$ cat src/rtl/fp16_pkg.sv
// ---------------------------------------------------------------------------
// fp16_pkg
// Shared definitions for the binary16 multiplier back end: field widths,
// exponent limits, special encodings, the operand/result class enum and the
// record passed from stage 1 to stage 2 of fp16_mul_round.
// ---------------------------------------------------------------------------
package fp16_pkg;

   localparam int EXP_W  = 5;
   localparam int FRAC_W = 10;

   // Exponent constants are 8-bit so they line up with the signed
   // stage-1 exponent without width conversion.
   localparam logic        [7:0] BIAS    = 8'd15;
   localparam logic signed [7:0] EXP_MAX = 8'sd31;

   localparam logic [15:0] QNAN    = 16'h7E00;
   localparam logic [15:0] POS_INF = 16'h7C00;

   typedef enum logic [1:0] {
      ZERO   = 2'd0,
      NORMAL = 2'd1,
      INF    = 2'd2,
      NAN    = 2'd3
   } fp_class_e;

   // cls is the class of the final result: specials are resolved in
   // stage 1, NORMAL means stage 2 must round and range-check.
   typedef struct packed {
      logic              sign;
      fp_class_e         cls;
      logic signed [7:0] exp;
      logic [10:0]       keep;
      logic              guard;
      logic              sticky;
   } s1_rec_t;

endpackage

$ cat src/rtl/fp16_classify.sv
// ---------------------------------------------------------------------------
// fp16_classify
// Combinational split of one binary16 operand into class, exponent and
// fraction fields. Subnormal encodings (exp=0) are classed as ZERO.
//   op          in   16  binary16 operand
//   cls         out   2  ZERO / NORMAL / INF / NAN
//   exp_field   out   5  biased exponent
//   frac_field  out  10  stored fraction
// ---------------------------------------------------------------------------
module fp16_classify
   import fp16_pkg::*;
(
   input  logic [15:0]       op,
   output fp_class_e         cls,
   output logic [EXP_W-1:0]  exp_field,
   output logic [FRAC_W-1:0] frac_field
);

   assign exp_field  = op[14:10];
   assign frac_field = op[9:0];

   always_comb begin
      if (exp_field == '0)
         cls = ZERO;
      else if (exp_field == '1)
         cls = (frac_field != '0) ? NAN : INF;
      else
         cls = NORMAL;
   end

endmodule

$ cat src/rtl/fp16_mul_round.sv
// ---------------------------------------------------------------------------
// fp16_mul_round
// Normalize / round / pack stage of the binary16 multiplier. Two pipeline
// registers (s1: classification and unrounded significand, s2: packed result
// and flags) with valid/ready handshakes on both sides.
//   iClk        in    1  clock
//   iRst_n      in    1  synchronous active-low reset
//   iValid      in    1  upstream transaction present
//   oReady      out   1  block accepts this cycle
//   iA, iB      in   16  original binary16 operands
//   iProd       in   32  significand product {1,fracA} x {1,fracB}
//   oValid      out   1  result present
//   iReady      in    1  downstream accepts
//   oZ          out  16  packed binary16 result
//   oInvalid, oOverflow, oUnderflow, oInexact  out  1  per-result flags
// ---------------------------------------------------------------------------
module fp16_mul_round
   import fp16_pkg::*;
(
   input  logic        iClk,
   input  logic        iRst_n,
   input  logic        iValid,
   output logic        oReady,
   input  logic [15:0] iA,
   input  logic [15:0] iB,
   input  logic [31:0] iProd,
   output logic        oValid,
   input  logic        iReady,
   output logic [15:0] oZ,
   output logic        oInvalid,
   output logic        oOverflow,
   output logic        oUnderflow,
   output logic        oInexact
);

   fp_class_e         cls_a;
   fp_class_e         cls_b;
   logic [EXP_W-1:0]  exp_a;
   logic [EXP_W-1:0]  exp_b;
   logic [FRAC_W-1:0] frac_a;
   logic [FRAC_W-1:0] frac_b;

   fp16_classify u_cls_a (
      .op         (iA),
      .cls        (cls_a),
      .exp_field  (exp_a),
      .frac_field (frac_a)
   );

   fp16_classify u_cls_b (
      .op         (iB),
      .cls        (cls_b),
      .exp_field  (exp_b),
      .frac_field (frac_b)
   );

   // The fractions are already folded into iProd, iProd[31:22] is always
   // zero and bit 10 of the rounded sum is the hidden one.
   logic unused_bits;
   logic [11:0] sig_sum;
   assign unused_bits = ^{frac_a, frac_b, iProd[31:22], sig_sum[10]};

   // -------------------------------------------------------------------
   // Handshake
   // -------------------------------------------------------------------
   logic    s1_valid;
   s1_rec_t s1_q;
   s1_rec_t s1_d;
   logic    adv_s2;
   logic    in_fire;

   assign adv_s2  = !oValid | iReady;
   assign oReady  = !s1_valid | adv_s2;
   assign in_fire = iValid & oReady;

   // -------------------------------------------------------------------
   // Stage 1: classify, exponent sum, normalize and split off guard/sticky
   // -------------------------------------------------------------------
   logic [7:0] exp_sum;

   always_comb begin
      s1_d      = '0;
      s1_d.sign = iA[15] ^ iB[15];

      if ((cls_a == NAN) || (cls_b == NAN) ||
          ((cls_a == INF) && (cls_b == ZERO)) ||
          ((cls_a == ZERO) && (cls_b == INF)))
         s1_d.cls = NAN;
      else if ((cls_a == INF) || (cls_b == INF))
         s1_d.cls = INF;
      else if ((cls_a == ZERO) || (cls_b == ZERO))
         s1_d.cls = ZERO;
      else
         s1_d.cls = NORMAL;

      exp_sum = {3'b000, exp_a} + {3'b000, exp_b} - BIAS;

      // Product of two [1,2) significands lies in [1,4); bit 21 marks [2,4).
      if (iProd[21]) begin
         s1_d.keep   = iProd[21:11];
         s1_d.guard  = iProd[10];
         s1_d.sticky = |iProd[9:0];
         s1_d.exp    = exp_sum + 8'd1;
      end else begin
         s1_d.keep   = iProd[20:10];
         s1_d.guard  = iProd[9];
         s1_d.sticky = |iProd[8:0];
         s1_d.exp    = exp_sum;
      end
   end

   // -------------------------------------------------------------------
   // Stage 2: round to nearest even, range check, pack
   // -------------------------------------------------------------------
   logic              rnd_inc;
   logic [9:0]        frac_rnd;
   logic signed [7:0] exp_rnd;
   logic [15:0]       z_d;
   logic              inv_d;
   logic              ovf_d;
   logic              unf_d;
   logic              inx_d;

   always_comb begin
      rnd_inc = s1_q.guard & (s1_q.sticky | s1_q.keep[0]);
      sig_sum = {1'b0, s1_q.keep} + {11'b0, rnd_inc};

      // Carry out of 1.111..1 renormalizes to 1.0 with the next exponent.
      if (sig_sum[11]) begin
         frac_rnd = '0;
         exp_rnd  = s1_q.exp + 8'sd1;
      end else begin
         frac_rnd = sig_sum[9:0];
         exp_rnd  = s1_q.exp;
      end

      z_d   = {s1_q.sign, 15'h0000};
      inv_d = 1'b0;
      ovf_d = 1'b0;
      unf_d = 1'b0;
      inx_d = 1'b0;

      case (s1_q.cls)
         NAN: begin
            z_d   = QNAN;
            inv_d = 1'b1;
         end
         INF: begin
            z_d = {s1_q.sign, POS_INF[14:0]};
         end
         ZERO: begin
            z_d = {s1_q.sign, 15'h0000};
         end
         default: begin
            inx_d = s1_q.guard | s1_q.sticky;
            if (exp_rnd >= EXP_MAX) begin
               z_d   = {s1_q.sign, POS_INF[14:0]};
               ovf_d = 1'b1;
               inx_d = 1'b1;
            end else if (exp_rnd <= 8'sd0) begin
               z_d   = {s1_q.sign, 15'h0000};
               unf_d = 1'b1;
               inx_d = 1'b1;
            end else begin
               z_d = {s1_q.sign, exp_rnd[4:0], frac_rnd};
            end
         end
      endcase
   end

   // -------------------------------------------------------------------
   // Pipeline registers
   // -------------------------------------------------------------------
   always_ff @(posedge iClk) begin
      if (!iRst_n) begin
         s1_valid   <= 1'b0;
         s1_q       <= '0;
         oValid     <= 1'b0;
         oZ         <= 16'h0000;
         oInvalid   <= 1'b0;
         oOverflow  <= 1'b0;
         oUnderflow <= 1'b0;
         oInexact   <= 1'b0;
      end else begin
         if (oReady) begin
            s1_valid <= in_fire;
            if (in_fire)
               s1_q <= s1_d;
         end
         if (adv_s2) begin
            oValid <= s1_valid;
            if (s1_valid) begin
               oZ         <= z_d;
               oInvalid   <= inv_d;
               oOverflow  <= ovf_d;
               oUnderflow <= unf_d;
               oInexact   <= inx_d;
            end
         end
      end
   end

endmodule

$ cat config.mk
export PLATFORM = sky130hd
export DESIGN_NAME = fp16_mul_round
export DESIGN_NICKNAME = d
export VERILOG_FILES = /design/src/rtl/fp16_pkg.sv /design/src/rtl/fp16_classify.sv /design/src/rtl/fp16_mul_round.sv
export SDC_FILE = /design/constraint.sdc
export NUM_CORES = 1
export LEC_CHECK = 0
export ABC_AREA = 0
export CORE_MARGIN = 2
export CORE_UTILIZATION = 35
export DETAILED_ROUTE_END_ITERATION = 7
export MAX_ROUTING_LAYER = met4
export SETUP_SLACK_MARGIN = 0.02
export SLEW_MARGIN = 20
export SYNTH_ARGS = -nofsm -noshare
export SYNTH_HDL_FRONTEND = slang
export SYNTH_SLANG_ARGS = --single-unit
$ cat constraint.sdc
create_clock -name iClk -period 3.07 [get_ports iClk]
set_clock_uncertainty 0.15 [all_clocks]
set_input_delay 0.921 -clock iClk [delete_from_list [all_inputs] [get_ports iClk]]
set_output_delay 0.921 -clock iClk [all_outputs]
set_load 0.05 [all_outputs]
==> run_results.csv <==
group,metric,value,unit
place,placedCellCount,527,
cts,clkLatencyLatePin,0.29,ns
cts,ctsHoldBuffers,0,
route,vias,2678,
setup_path,slowest_stage,"fa_2",
timing,worst_pin_slew,0.5156,ns
timing,hold_viol,0,
run,cap_violations,0,
cells_and_area,fin_util,53.04,%
place,place_congestion,0.8395,
timing,slew_headroom,65.38,%
timing,rsz0062_at_grt,"false",
floorplanning,coreArea,0.007767,sq mm
place,io_buffer_count,79,
setup_path,critPathMaxFanout,3,
power_and_ir_drop,vdd_drop_max,206.0,uV
outcome,status,"completed",
cells_and_area,area_growth,45.64,%
logic_synthesis,syn-cell-area,0.002829,sq mm
place,place_ws,-0.4992,ns
global_route,antenna_found_initial,0,
cts,cts_buffers,5,
timing,min_period_over_period,97.00,%
logic_synthesis,ys_warn_count,0,
logic_synthesis,synth_area_per_cell,8.599,sq um
setup_path,critPathArrivalTime,3.05,ns
cts,htree_levels,2,
logic_synthesis,synth_cell_types,58,
floorplanning,die_x,93.91,um
timing,slew_viol_final,0,
global_route,grt_max_degree,38,
logic_synthesis,yosys.area.top_type_share,32.55,%
logic_synthesis,yosysSeqAreaShare,32.55,%
floorplanning,start_util,36.42,%
cells_and_area,drive_gt1_share,16.74,%
timing,fmax,0.3358,GHz
timing,setup_violations,0,
power_and_ir_drop,p_leak,1.688,nW
floorplanning,fp-row-count,32,
route,wl_per_cell,12.45,um
route,firstDrtPassIters,4,
route,drc,0,
logic_synthesis,synthTopCellsByArea,"dfxtp_1 33%, ha_1 5.7%, mux2i_1 4.6%, a211oi_1 4.2%, nor2_1 4.1%",
logic_synthesis,synthArstFlopShare,0,%
logic_synthesis,synth_fp_nets,411,
cts,cts_sinks,46,
floorplanning,io_pins,90,
setup_path,path_cells,"dlygate4sd2_1 -> inv_1 -> ha_1 -> inv_1 -> ha_2 -> inv_2 -> fa_2 -> nor2_1 -> nand3_1 -> nor2_2 -> buf_4 -> buf_4 -> a22o_1 -> a31oi_1",
logic_synthesis,synth_edf_count,0,
logic_synthesis,synth_area_leader_cell,"dfxtp_1",
route,via_per_inst,4.978,
cells_and_area,fin_nets,517,
worst_hold_path,hp-class,"flop to flop",
setup_path,startpoint_type,"input pin",
cts,cts_buffer_depth,2,
floorplanning,die_y,93.91,um
setup_path,worstSetupPathType,"input pin to flop",
global_route,grt_overflow,0,
logic_synthesis,synthCells,329,
cells_and_area,final_cells,538,
setup_path,required,3.14,ns
global_route,track_usage,16.49,%
power_and_ir_drop,p_per_area,384.6,mW/mm^2
floorplanning,die_area,0.008818,sq mm
logic_synthesis,synth_top_flop_cell,"dfxtp_1",
timing,setup_ws,0.09215,ns
cells_and_area,diodes,0,
setup_path,slowest_delay,0.59,ns
global_route,grt_pass1_wl,11560,um
route,drt_wl_total,6696,um
place,hpwlAfterDp,5470,um
cts,path_clk_slew,0.08,ns
timing,post-route-min-period,2.978,ns
setup_path,r2r_slack,0.25,ns
route,drt_iter0_markers,92,
cts,cts_tree,"yes",
global_route,grt_pass1_vias,2625,
route,drtAntennaViolNets,0,
cts,cts_root_buf,"clkbuf_8",
setup_path,end_kind,"flop",
timing,whs,0.3044,ns
logic_synthesis,ys_ff_latch,46,
[what timing repair did]
item                       CTS  global route
pin swaps                   11            15
buffers inserted             1             2
setup endpoints to repair    4             4
gates resized for setup     13            14
[logic make-up after synthesis]
group | synth area share, %
AO/OA/AOI/OAI | 18.71
XOR/XNOR | 7.121
adder cells (fa/ha/maj) | 6.457
buffers and inverters | 4.998
flip-flops | 32.55
multiplexers | 4.998
AND/OR/NAND/NOR | 25.17
[metal layers]
metal	share of wire, %	track usage [%]	wire length (um)	vias up
li1	-	-	-	1407
met1	47	21.20	3132	1187
met2	46	26.49	3112	77
met3	5.2	2.729	347	7
met4	1.6	5.435	104	0
met5	0	-	0	-
[final timing paths]
path,depth (start not counted),endpoint,startpoint
worst min-delay path,2,oZ[15],oZ[15]
worst max-delay path,14,s1_q[20],iB[10]
worst min register to register,2,oZ[15],oZ[15]
worst max register to register,8,oZ[7],s1_q[2]
[area by class of cell]
type,instances,area [sq um]
fillers,758,3647
multi-input cells,250,1832
repair buffers,115,1070
flip-flops and latches,46,920.9
well taps,102,127.6
clock buffers,7,76.32
inverters,17,63.81
clock inverters,1,30.03
[critical path, delay by kind of cell]
kind                     cells  cell delay (ns)
AND/OR/NAND/NOR              3             0.22
buffers and inverters        6             0.61
AO/OA/AOI/OAI                2             0.36
adder cells (fa/ha/maj)      3             0.94
[layout by cell type (no fill, tap or decap), types with 4 or more instances in the layout]
cell type,Yosys,routed
nand3_1,15,15
nor2_1,31,30
a211oi_1,16,16
mux2i_1,13,13
buf_4,0,36
o211ai_1,5,5
o21ai_0,15,14
nor3_1,7,6
xnor2_1,11,9
a21oi_1,11,10
nor4_1,7,7
ha_1,13,11
clkdlybuf4s50_1,0,72
clkbuf_8,1,5
or4_1,4,4
dfxtp_1,46,46
inv_1,17,15
nand2_1,28,28
xor2_1,12,11
a31oi_1,5,5
nand4b_1,4,4
[Yosys cell counts (2+ instances only)]
library cell   n
o211ai_1       5
mux2i_1       13
o21ai_0       15
or3_2          2
nand4b_1       4
nand2b_1       2
nand3b_1       3
clkbuf_1      13
a21boi_0       2
and2_1         2
or4_1          4
a31oi_1        5
a21oi_1       11
and3_1         3
nor3_1         7
a32o_1         3
nand2_1       28
nand4_1        2
nand3b_4       2
ha_1          13
xnor2_1       11
nor2b_1        5
nor3b_1        2
dfxtp_1       46
xor2_1        12
inv_1         17
a211oi_1      16
nand3_1       15
nor2_1        31
nor4_1         7
[state kept, by name (all words and copies together) (netlist names)]
name / count
oInvalid: 1
oOverflow: 1
oZ: 16
oUnderflow: 1
s1_q: 24
oValid: 1
s1_valid: 1
oInexact: 1
[stage by stage]
step           total power, mW  setup TNS (ns)  instance area, sq um
5_1_grt                  1.680               0                  4120
6_report                 1.585               0                  4120
3_3_place_gp             1.131          -1.771                  3928
4_1_cts                  1.583               0                  4064
2_1_floorplan           0.9358               0                  2829
3_5_place_dp             1.136          -2.075                  3928
[report_power, final]
part | leakage (nW) | internal (mW) | switching (mW)
clock network | 0.0524 | 0.244 | 0.192
logic | 1.26 | 0.258 | 0.218
registers | 0.378 | 0.633 | 0.0409
total | 1.69 | 1.13 | 0.450
Note: power is estimated with default switching activity, not from simulation.
